File: src/rtl/ysyx_axi_rd_sched_if.sv
// Read-channel bundle for ysyx_axi_rd_sched: requester ports m0 (IFU), m1 (LSU) and the io_master read port.
// slave is the scheduler's view; master is the environment that issues requests and models io_master.
interface ysyx_axi_rd_sched_if #(
    parameter int ADDR_W = 32,
    parameter int DATA_W = 64
);
    logic [ADDR_W-1:0] m0_araddr;
    logic [7:0]        m0_arlen;
    logic [2:0]        m0_arsize;
    logic              m0_arvalid;
    logic              m0_arready_o;
    logic [DATA_W-1:0] m0_rdata_o;
    logic [1:0]        m0_rresp_o;
    logic              m0_rlast_o;
    logic              m0_rvalid_o;
    logic              m0_rready;

    logic [ADDR_W-1:0] m1_araddr;
    logic [7:0]        m1_arlen;
    logic [2:0]        m1_arsize;
    logic              m1_arvalid;
    logic              m1_arready_o;
    logic [DATA_W-1:0] m1_rdata_o;
    logic [1:0]        m1_rresp_o;
    logic              m1_rlast_o;
    logic              m1_rvalid_o;
    logic              m1_rready;

    logic [ADDR_W-1:0] s_araddr;
    logic [7:0]        s_arlen;
    logic [2:0]        s_arsize;
    logic [3:0]        s_arid;
    logic              s_arvalid;
    logic              s_arready;
    logic [DATA_W-1:0] s_rdata;
    logic [1:0]        s_rresp;
    logic              s_rlast;
    logic              s_rvalid;
    logic              s_rready_o;

    modport slave (
        input  m0_araddr, m0_arlen, m0_arsize, m0_arvalid, m0_rready,
        output m0_arready_o, m0_rdata_o, m0_rresp_o, m0_rlast_o, m0_rvalid_o,
        input  m1_araddr, m1_arlen, m1_arsize, m1_arvalid, m1_rready,
        output m1_arready_o, m1_rdata_o, m1_rresp_o, m1_rlast_o, m1_rvalid_o,
        output s_araddr, s_arlen, s_arsize, s_arid, s_arvalid, s_rready_o,
        input  s_arready, s_rdata, s_rresp, s_rlast, s_rvalid
    );

    modport master (
        output m0_araddr, m0_arlen, m0_arsize, m0_arvalid, m0_rready,
        input  m0_arready_o, m0_rdata_o, m0_rresp_o, m0_rlast_o, m0_rvalid_o,
        output m1_araddr, m1_arlen, m1_arsize, m1_arvalid, m1_rready,
        input  m1_arready_o, m1_rdata_o, m1_rresp_o, m1_rlast_o, m1_rvalid_o,
        input  s_araddr, s_arlen, s_arsize, s_arid, s_arvalid, s_rready_o,
        output s_arready, s_rdata, s_rresp, s_rlast, s_rvalid
    );
endinterface

File: src/rtl/ysyx_axi_rd_sched.sv
// Two-requester AXI4 read scheduler (m1 LSU over m0 IFU), one outstanding burst, beat-count checking.
// Define YSYX_ARB_AGING_EN to force an m0 grant after AGE_MAX consecutive m1 grants while m0 waits.
module ysyx_axi_rd_sched #(
    parameter int ADDR_W = 32,
    parameter int DATA_W = 64
`ifdef YSYX_ARB_AGING_EN
    , parameter int AGE_MAX = 4
`endif
) (
    input  logic                clk,
    input  logic                rst,
    ysyx_axi_rd_sched_if.slave  bus,
    output logic                busy_o,
    output logic                err_o
);
    typedef enum logic [1:0] {IDLE, ADDR, DATA} state_t;

    state_t            state, state_nxt;
    logic              owner;
    logic [7:0]        beat_cnt;
    logic              err;
    logic [ADDR_W-1:0] araddr_p0;
    logic [7:0]        arlen_p0;
    logic [2:0]        arsize_p0;
    logic              idle_ok, grant_m0, grant_m1, force_m0;
    logic              owner_rready, beat_hs;

    // Arbitration only happens in IDLE and never while reset is held.
    assign idle_ok  = (state == IDLE) && !rst;
    assign grant_m1 = idle_ok && bus.m1_arvalid && !(force_m0 && bus.m0_arvalid);
    assign grant_m0 = idle_ok && bus.m0_arvalid && !grant_m1;

`ifdef YSYX_ARB_AGING_EN
    logic [2:0] age;

    assign force_m0 = (age == 3'(AGE_MAX));

    always_ff @(posedge clk) begin
        if (rst)
            age <= 3'd0;
        else if (grant_m0)
            age <= 3'd0;
        else if (grant_m1 && bus.m0_arvalid)
            age <= age + 3'd1;
    end
`else
    assign force_m0 = 1'b0;
`endif

    assign owner_rready = owner ? bus.m1_rready : bus.m0_rready;
    assign beat_hs      = (state == DATA) && bus.s_rvalid && owner_rready;

    assign bus.s_araddr = araddr_p0;
    assign bus.s_arlen  = arlen_p0;
    assign bus.s_arsize = arsize_p0;
    assign bus.s_arid   = {3'b000, owner};

    assign busy_o = (state != IDLE);
    assign err_o  = err;

    always_ff @(posedge clk) begin
        if (rst)
            state <= IDLE;
        else
            state <= state_nxt;
    end

    always_comb begin
        state_nxt        = state;
        bus.m0_arready_o = grant_m0;
        bus.m1_arready_o = grant_m1;
        bus.m0_rvalid_o  = 1'b0;
        bus.m0_rdata_o   = {DATA_W{1'b0}};
        bus.m0_rresp_o   = 2'b00;
        bus.m0_rlast_o   = 1'b0;
        bus.m1_rvalid_o  = 1'b0;
        bus.m1_rdata_o   = {DATA_W{1'b0}};
        bus.m1_rresp_o   = 2'b00;
        bus.m1_rlast_o   = 1'b0;
        bus.s_arvalid    = 1'b0;
        bus.s_rready_o   = 1'b0;
        case (state)
            IDLE: begin
                if (grant_m0 || grant_m1)
                    state_nxt = ADDR;
            end
            ADDR: begin
                bus.s_arvalid = 1'b1;
                if (bus.s_arready)
                    state_nxt = DATA;
            end
            DATA: begin
                bus.s_rready_o = owner_rready;
                if (owner) begin
                    bus.m1_rvalid_o = bus.s_rvalid;
                    bus.m1_rdata_o  = bus.s_rdata;
                    bus.m1_rresp_o  = bus.s_rresp;
                    bus.m1_rlast_o  = bus.s_rlast;
                end else begin
                    bus.m0_rvalid_o = bus.s_rvalid;
                    bus.m0_rdata_o  = bus.s_rdata;
                    bus.m0_rresp_o  = bus.s_rresp;
                    bus.m0_rlast_o  = bus.s_rlast;
                end
                if (beat_hs && bus.s_rlast)
                    state_nxt = IDLE;
            end
            default: state_nxt = IDLE;
        endcase
    end

    // Control: owner, beat counter and the sticky length-mismatch flag.
    always_ff @(posedge clk) begin
        if (rst) begin
            owner    <= 1'b0;
            beat_cnt <= 8'd0;
            err      <= 1'b0;
        end else begin
            if (grant_m0 || grant_m1)
                owner <= grant_m1;
            if ((state == ADDR) && bus.s_arready)
                beat_cnt <= 8'd0;
            else if (beat_hs && (beat_cnt != 8'hFF))
                beat_cnt <= beat_cnt + 8'd1;
            if (beat_hs && (bus.s_rlast != (beat_cnt == arlen_p0)))
                err <= 1'b1;
        end
    end

    // Request fields are captured at grant and held for the whole transaction.
    always_ff @(posedge clk) begin
        if (grant_m1) begin
            araddr_p0 <= bus.m1_araddr;
            arlen_p0  <= bus.m1_arlen;
            arsize_p0 <= bus.m1_arsize;
        end else if (grant_m0) begin
            araddr_p0 <= bus.m0_araddr;
            arlen_p0  <= bus.m0_arlen;
            arsize_p0 <= bus.m0_arsize;
        end
    end
endmodule

File: src/flat_wrapper.sv
// flat-port wrapper written by rule: the top's interface ports become plain ports
module ysyx_axi_rd_sched_flat 
#(
    parameter int ADDR_W = 32,
    parameter int DATA_W = 64

)
  (clk, rst, busy_o, err_o, bus_m0_araddr, bus_m0_arlen, bus_m0_arsize, bus_m0_arvalid, bus_m0_rready, bus_m0_arready_o, bus_m0_rdata_o, bus_m0_rresp_o, bus_m0_rlast_o, bus_m0_rvalid_o, bus_m1_araddr, bus_m1_arlen, bus_m1_arsize, bus_m1_arvalid, bus_m1_rready, bus_m1_arready_o, bus_m1_rdata_o, bus_m1_rresp_o, bus_m1_rlast_o, bus_m1_rvalid_o, bus_s_araddr, bus_s_arlen, bus_s_arsize, bus_s_arid, bus_s_arvalid, bus_s_rready_o, bus_s_arready, bus_s_rdata, bus_s_rresp, bus_s_rlast, bus_s_rvalid);
  ysyx_axi_rd_sched_if #(.ADDR_W(ADDR_W), .DATA_W(DATA_W)) bus_i ();
  input  logic clk;
  input  logic rst;
  output logic busy_o;
  output logic err_o;
  input wire logic [$bits(bus_i.m0_araddr)-1:0] bus_m0_araddr;
  input wire logic [$bits(bus_i.m0_arlen)-1:0] bus_m0_arlen;
  input wire logic [$bits(bus_i.m0_arsize)-1:0] bus_m0_arsize;
  input wire logic [$bits(bus_i.m0_arvalid)-1:0] bus_m0_arvalid;
  input wire logic [$bits(bus_i.m0_rready)-1:0] bus_m0_rready;
  output wire logic [$bits(bus_i.m0_arready_o)-1:0] bus_m0_arready_o;
  output wire logic [$bits(bus_i.m0_rdata_o)-1:0] bus_m0_rdata_o;
  output wire logic [$bits(bus_i.m0_rresp_o)-1:0] bus_m0_rresp_o;
  output wire logic [$bits(bus_i.m0_rlast_o)-1:0] bus_m0_rlast_o;
  output wire logic [$bits(bus_i.m0_rvalid_o)-1:0] bus_m0_rvalid_o;
  input wire logic [$bits(bus_i.m1_araddr)-1:0] bus_m1_araddr;
  input wire logic [$bits(bus_i.m1_arlen)-1:0] bus_m1_arlen;
  input wire logic [$bits(bus_i.m1_arsize)-1:0] bus_m1_arsize;
  input wire logic [$bits(bus_i.m1_arvalid)-1:0] bus_m1_arvalid;
  input wire logic [$bits(bus_i.m1_rready)-1:0] bus_m1_rready;
  output wire logic [$bits(bus_i.m1_arready_o)-1:0] bus_m1_arready_o;
  output wire logic [$bits(bus_i.m1_rdata_o)-1:0] bus_m1_rdata_o;
  output wire logic [$bits(bus_i.m1_rresp_o)-1:0] bus_m1_rresp_o;
  output wire logic [$bits(bus_i.m1_rlast_o)-1:0] bus_m1_rlast_o;
  output wire logic [$bits(bus_i.m1_rvalid_o)-1:0] bus_m1_rvalid_o;
  output wire logic [$bits(bus_i.s_araddr)-1:0] bus_s_araddr;
  output wire logic [$bits(bus_i.s_arlen)-1:0] bus_s_arlen;
  output wire logic [$bits(bus_i.s_arsize)-1:0] bus_s_arsize;
  output wire logic [$bits(bus_i.s_arid)-1:0] bus_s_arid;
  output wire logic [$bits(bus_i.s_arvalid)-1:0] bus_s_arvalid;
  output wire logic [$bits(bus_i.s_rready_o)-1:0] bus_s_rready_o;
  input wire logic [$bits(bus_i.s_arready)-1:0] bus_s_arready;
  input wire logic [$bits(bus_i.s_rdata)-1:0] bus_s_rdata;
  input wire logic [$bits(bus_i.s_rresp)-1:0] bus_s_rresp;
  input wire logic [$bits(bus_i.s_rlast)-1:0] bus_s_rlast;
  input wire logic [$bits(bus_i.s_rvalid)-1:0] bus_s_rvalid;
  assign bus_i.m0_araddr = bus_m0_araddr;
  assign bus_i.m0_arlen = bus_m0_arlen;
  assign bus_i.m0_arsize = bus_m0_arsize;
  assign bus_i.m0_arvalid = bus_m0_arvalid;
  assign bus_i.m0_rready = bus_m0_rready;
  assign bus_m0_arready_o = bus_i.m0_arready_o;
  assign bus_m0_rdata_o = bus_i.m0_rdata_o;
  assign bus_m0_rresp_o = bus_i.m0_rresp_o;
  assign bus_m0_rlast_o = bus_i.m0_rlast_o;
  assign bus_m0_rvalid_o = bus_i.m0_rvalid_o;
  assign bus_i.m1_araddr = bus_m1_araddr;
  assign bus_i.m1_arlen = bus_m1_arlen;
  assign bus_i.m1_arsize = bus_m1_arsize;
  assign bus_i.m1_arvalid = bus_m1_arvalid;
  assign bus_i.m1_rready = bus_m1_rready;
  assign bus_m1_arready_o = bus_i.m1_arready_o;
  assign bus_m1_rdata_o = bus_i.m1_rdata_o;
  assign bus_m1_rresp_o = bus_i.m1_rresp_o;
  assign bus_m1_rlast_o = bus_i.m1_rlast_o;
  assign bus_m1_rvalid_o = bus_i.m1_rvalid_o;
  assign bus_s_araddr = bus_i.s_araddr;
  assign bus_s_arlen = bus_i.s_arlen;
  assign bus_s_arsize = bus_i.s_arsize;
  assign bus_s_arid = bus_i.s_arid;
  assign bus_s_arvalid = bus_i.s_arvalid;
  assign bus_s_rready_o = bus_i.s_rready_o;
  assign bus_i.s_arready = bus_s_arready;
  assign bus_i.s_rdata = bus_s_rdata;
  assign bus_i.s_rresp = bus_s_rresp;
  assign bus_i.s_rlast = bus_s_rlast;
  assign bus_i.s_rvalid = bus_s_rvalid;
  ysyx_axi_rd_sched #(.ADDR_W(ADDR_W), .DATA_W(DATA_W)) u_core (.clk(clk), .rst(rst), .bus(bus_i), .busy_o(busy_o), .err_o(err_o));
endmodule
File: config.mk
export PLATFORM = sky130hd
export DESIGN_NAME = ysyx_axi_rd_sched_flat
export DESIGN_NICKNAME = d
export VERILOG_FILES = /design/src/rtl/ysyx_axi_rd_sched_if.sv /design/src/rtl/ysyx_axi_rd_sched.sv /design/src/flat_wrapper.sv
export SDC_FILE = /design/constraint.sdc
export NUM_CORES = 1
export LEC_CHECK = 0
export BUFFER_PORTS_ARGS = -buffer_cell sky130_fd_sc_hd__buf_2
export CAP_MARGIN = 0
export CORE_AREA = 2 2 134 136
export DETAILED_ROUTE_END_ITERATION = 10
export DIE_AREA = 0 0 136 138
export PLACE_DENSITY = 0.52
export SYNTH_ARGS = -nofsm -noshare
export SYNTH_HDL_FRONTEND = slang
export SYNTH_SLANG_ARGS = --single-unit
File: constraint.sdc
create_clock -name clk -period 4.9 [get_ports clk]
set_clock_uncertainty 0.15 [all_clocks]
set_input_delay 0.98 -clock clk [delete_from_list [all_inputs] [get_ports clk]]
set_output_delay 0.98 -clock clk [all_outputs]
set_load 0.005 [all_outputs]
==> results of run 1 <==
==> layout make-up <==
type                    instances  area share, %
well taps                     229           5.14
clock buffers                   5           2.24
multi-input cells             252           32.9
flip-flops and latches         55           27.5
repair buffers                351           31.7
inverters                       2          0.135
clock inverters                 3          0.382
==> kinds of logic after synthesis <==
family / Yosys count
buf+inv: 36
flops: 55
fa+ha+maj: 1
other cells: 1
compound gates: 19
simple gates: 177
mux: 44
xor+xnor: 8
==> worst paths after layout <==
kind,from,end,slack (ps),cells past startpoint
setup reg to reg,u_core.state[1],u_core.beat_cnt[7],2580,5
hold / removal,u_core.beat_cnt[5],u_core.beat_cnt[5],360,2
hold reg to reg,u_core.beat_cnt[5],u_core.beat_cnt[5],360,2
setup / recovery,u_core.owner,bus_m0_rdata_o[2],1950,4
==> per-stage QoR <==
| step | total power [mW] | std cells |
|---|---|---|
| 2_1_floorplan | 0.671 | 343 |
| 3_3_place_gp | 0.812 | 889 |
| 3_5_place_dp | 0.813 | 889 |
| 4_1_cts | 1.18 | 897 |
| 5_1_grt | 1.22 | 897 |
| 6_report | 1.16 | 897 |
==> per-layer routing <==
| layer | share of wire, % | track usage (%) | wire length (um) | vias to the layer above |
|---|---|---|---|---|
| li1 | - | - | - | 1869 |
| met1 | 39 | 16.0 | 5330 | 1702 |
| met3 | 11 | 3.67 | 1500 | 12 |
| met2 | 49 | 24.4 | 6720 | 255 |
| met4 | 1.5 | 3.78 | 211 | 0 |
| met5 | 0 | 0 | 0 | - |
==> state kept, by name, indices dropped and copies added (netlist names) <==
register             flops
u_core.bus.s_araddr     32
u_core.err_o             1
u_core.owner             1
u_core.state             2
u_core.beat_cnt          8
u_core.bus.s_arsize      3
u_core.bus.s_arlen       8
==> cells in the final DEF, fill, tap and decap left out, drive strengths merged, types with 4 or more instances in the layout <==
cell / instances
nor3: 6
dfxtp: 12
and3: 70
edfxtp: 43
clkbuf: 5
xor2: 8
inv: 4
and2: 70
buf: 351
a21oi: 7
mux2: 44
nor2: 5
==> tightest hold or removal path, cell delays in order (launching register included) <==
cell and delay, ps:
dfxtp_1 340, o41ai_1 70, a21oi_1 60
==> report_power, final <==
part / internal [mW] / leakage [nW] / switching (mW)
clock: 0.192 / 0.0722 / 0.172
combinational: 0.120 / 2.57 / 0.122
sequential: 0.540 / 0.500 / 0.0168
total: 0.852 / 3.14 / 0.311
==> impl_metrics.tcl, run 1 <==
set metrics [dict create \
    synth-simple-area-share_pct 31.3 \
    coreArea_um2 17500 \
    cp_num_buf_inv 2 \
    clk_path_buf_depth 2 \
    std_cell_rows 49 \
    fin_nets 829 \
    diodes 0 \
    vias 3838 \
    gp_congestion 0.801 \
    drt-total-wl_um 13800 \
    worstPathRequired_ps 3770 \
    syn_inst 341 \
    drive_gt1_share_pct 54.6 \
    peakVddDrop_mv 0.218 \
    drv_slew 0 \
    crit_slowest_cell "dfxtp_2" \
    grt_overflow 0 \
    relSlewSlack_pct 60.1 \
    syn_to_final_growth_pct 58.9 \
    fin_util_pct 31.8 \
    drt-initial-drc-count 186 \
    synth-compound-area-share_pct 3.57 \
    die-area_um2 18800 \
    grtUsageTotal_pct 13.7 \
    worst_hold_slack_ps 362 \
    route.detailed.drc 0 \
    ys_ff_latch 55 \
    path_class "flop to output pin" \
    start_util_pct 20.0 \
    fillCellCount 1875 \
    ys_top_cells_by_count "70 x and2_1, 70 x and3_1, 43 x edfxtp_1, 43 x mux2_1, 18 x clkbuf_1" \
    cp.arrival_ps 1820 \
    seq_area_um2 1530 \
    insertion_delay_ps 290 \
    p_leak_nw 3.14 \
    cp_top_family "flip-flops" \
    synth_top_flop_cell "edfxtp_1" \
    slowest_delay_ps 630 \
    h-tree-depth 2 \
    grt_max_degree 75 \
    yosysWarnings 0 \
    synth_top_family_by_area "simple AND/OR/NAND/NOR gates" \
    path_max_fanout 68 \
    status "completed" \
    cts-hold-fix-buffers 0 \
    yosys.area_share.xor_xnor_pct 2.00 \
    post-route-period-util_pct 60.3 \
    final_area_um2 5580 \
    maxCapViolCount 0 \
    cts_num_sinks 55 \
    synthMuxAreaShare_pct 14.2 \
    drt-wirelength-per-cell_um 15.3 \
    path_cells "and2b_1 > buf_4 > and2_1 > buf_2" \
    synth_area_per_cell_um2 10.3 \
    setup_tns_ps 0 \
    grt_first_pass_wirelength_um 20000 \
    synth.area.top_cells "edfxtp_1 37%, mux2_1 14%, and2_1 12%" \
    cts_tree "done" \
    yosysTopAreaCell "edfxtp_1" \
    synthArstFlopShare_pct 0 \
    cts_root_buf "clkbuf_16" \
    hpwlAfterDp_um 11200 \
    drtAntennaViolNets 0 \
    mappedNetlistArea_um2 3510 \
    ys_seq_area_share_pct 43.6 \
    top_level_ports 350 \
    cts_resized 0 \
    dpl_cell_area_um2 5430 \
    setup_viol 0 \
    post-place-ws_ps 1880 \
    worstSetupStartpointType "flop" \
    vias_per_cell 4.28 \
    fmax_mhz 338 \
    cts_buffers 5 \
    p_per_area_nw_per_um2 209 \
    final_hold_viol_count 0 \
    synth_edf_count 43 \
    synth_cell_type_count 42 \
    detail_route.first_pass.iterations 5 \
    worstHoldPathType "flop to flop" \
    rsz0062_at_grt "false" \
    multi_input_area_um2 1830 \
    antenna_found_initial 0 \
    netlist.area_leader.share_pct 36.8 \
    endpoint_kind "output pin" \
    clk_pin_slew_worst_paths_ps 70 \
    synthAdderAreaFrac_pct 0.357 \
    die_w_um 136 \
    grt_pass1_vias 3621 \
    fin_crit_ps 2950 \
    die_y_um 138 \
    port_buffers 346 \
    worst_pin_slew_ps 598 \
    setup_ws_ps 1950 \
    post_cts_buffers 0 \
]
Note: power is estimated with default switching activity, not from simulation.
==> run 2: changes to the inputs <==
Settings changed: PLACE_DENSITY 0.52 to 0.51.
Clock period 4.9 ns to 2.8 ns, I/O delays scaled along.
==> run 2 against run 1 <==
Effect of this change: clock-buffer cell count is 2 higher; first-iteration DRC count is 32% lower; worst hold slack better by 4.3 ps; global-route usage is 1.9 points higher; via count is 0.34% higher; critical path type unchanged.
==> impl_metrics.tcl, run 2 (synthesis gave the netlist of run 1 again) <==
set metrics [dict create \
    status "completed" \
    worst_pin_slew_ps 562 \
    top_level_ports 350 \
    drt-wirelength-per-cell_um 17.1 \
    route.detailed.drc 0 \
    h-tree-depth 2 \
    antenna_found_initial 7 \
    post_cts_buffers 0 \
    fin_util_pct 32.2 \
    drive_gt1_share_pct 54.9 \
    rsz0062_at_grt "false" \
    coreArea_um2 17500 \
    cts_root_buf "clkbuf_16" \
    fmax_mhz 405 \
    start_util_pct 20.0 \
    path_class "flop to output pin" \
    gp_congestion 0.793 \
    cts_buffers 5 \
    detail_route.first_pass.iterations 4 \
    cp.arrival_ps 1760 \
    maxCapViolCount 0 \
    fin_nets 830 \
    grt_first_pass_wirelength_um 21700 \
    path_max_fanout 68 \
    relSlewSlack_pct 62.6 \
    cts_tree "done" \
    insertion_delay_ps 290 \
    p_leak_nw 3.16 \
    layout_commonest_cell "buf_2" \
    grtUsageTotal_pct 15.6 \
    multi_input_area_um2 1840 \
    cts-hold-fix-buffers 0 \
    grt_overflow 0 \
    cts_num_sinks 55 \
    clk_pin_slew_worst_paths_ps 70 \
    die_y_um 138 \
    vias 3851 \
    dpl_cell_area_um2 5470 \
    final_area_um2 5650 \
    seq_area_um2 1530 \
    drtAntennaViolNets 0 \
    clk_path_buf_depth 2 \
    setup_viol 0 \
    largest_reg_flops 32 \
    hpwlAfterDp_um 12700 \
    setup_tns_ps 0 \
    peakVddDrop_mv 0.396 \
    port_buffers 346 \
    vias_per_cell 4.26 \
    final_hold_viol_count 0 \
    endpoint_kind "output pin" \
    worstPathRequired_ps 2090 \
    drt-initial-drc-count 127 \
    p_per_area_nw_per_um2 371 \
    drt-total-wl_um 15400 \
    grt_pass1_vias 3631 \
    post-route-period-util_pct 88.2 \
    worstHoldPathType "input port to flop" \
    p_total_mw 2.09 \
    die-area_um2 18800 \
    cts_resized 0 \
    worstSetupStartpointType "flop" \
    drv_slew 0 \
    syn_to_final_growth_pct 60.9 \
    layout_common_cells "346 x buf_2, 70 x and2_1, 70 x and3_1" \
    fillCellCount 1901 \
    grt_max_degree 75 \
    fin_crit_ps 2470 \
    die_w_um 136 \
    std_cell_rows 49 \
]
[run 2: path summary, 6_finish.rpt]
check / from / to / slack, ps / depth (start not counted)
worst max register to register: u_core.state[0] / u_core.bus.s_araddr[24] / 740 / 5
worst max-delay path: u_core.state[1] / bus_m0_rdata_o[12] / 330 / 5
worst min-delay path: bus_s_arready / u_core.state[0] / 370 / 2
worst min register to register: u_core.state[1] / u_core.state[0] / 370 / 1
[run 2: area by class of cell]
cell class / instances / share of cell area (%)
clock buffer: 7 / 2.70
inverter: 2 / 0.133
clock inverter: 1 / 0.133
tap: 229 / 5.08
sequential: 55 / 27.1
timing repair buffer: 352 / 31.9
antenna: 7 / 0.310
multi-input combinational: 252 / 32.6
[run 2: critical path, stage by stage, from the launching register on]
cell and delay, ps:
dfxtp_1 370, nor2b_4 190, and2b_1 130, buf_4 420, and2_1 200, buf_2 110
[run 2: report_power, final]
group | internal [mW] | switching [mW] | total [mW]
Sequential | 0.945 | 0.0223 | 0.968
Clock | 0.381 | 0.293 | 0.674
Combinational | 0.218 | 0.235 | 0.453
[run 2: routing by layer]
layer  vias up  global-route usage, %  wire length [um]
met2       228                   29.4              8010
li1       1879                      -                 -
met5         -                      0                 0
met3        17                   3.78              1390
met4         0                   7.40               563
met1      1727                   15.7              5480
[run 2: metrics by stage]
step           hold slack, ps  setup WS, ps  instances
6_report                  366           331        905
2_1_floorplan             297           355        343
3_5_place_dp              354           652        890
3_3_place_gp              333           652        890
5_1_grt                   392           202        903
4_1_cts                   362           324        898
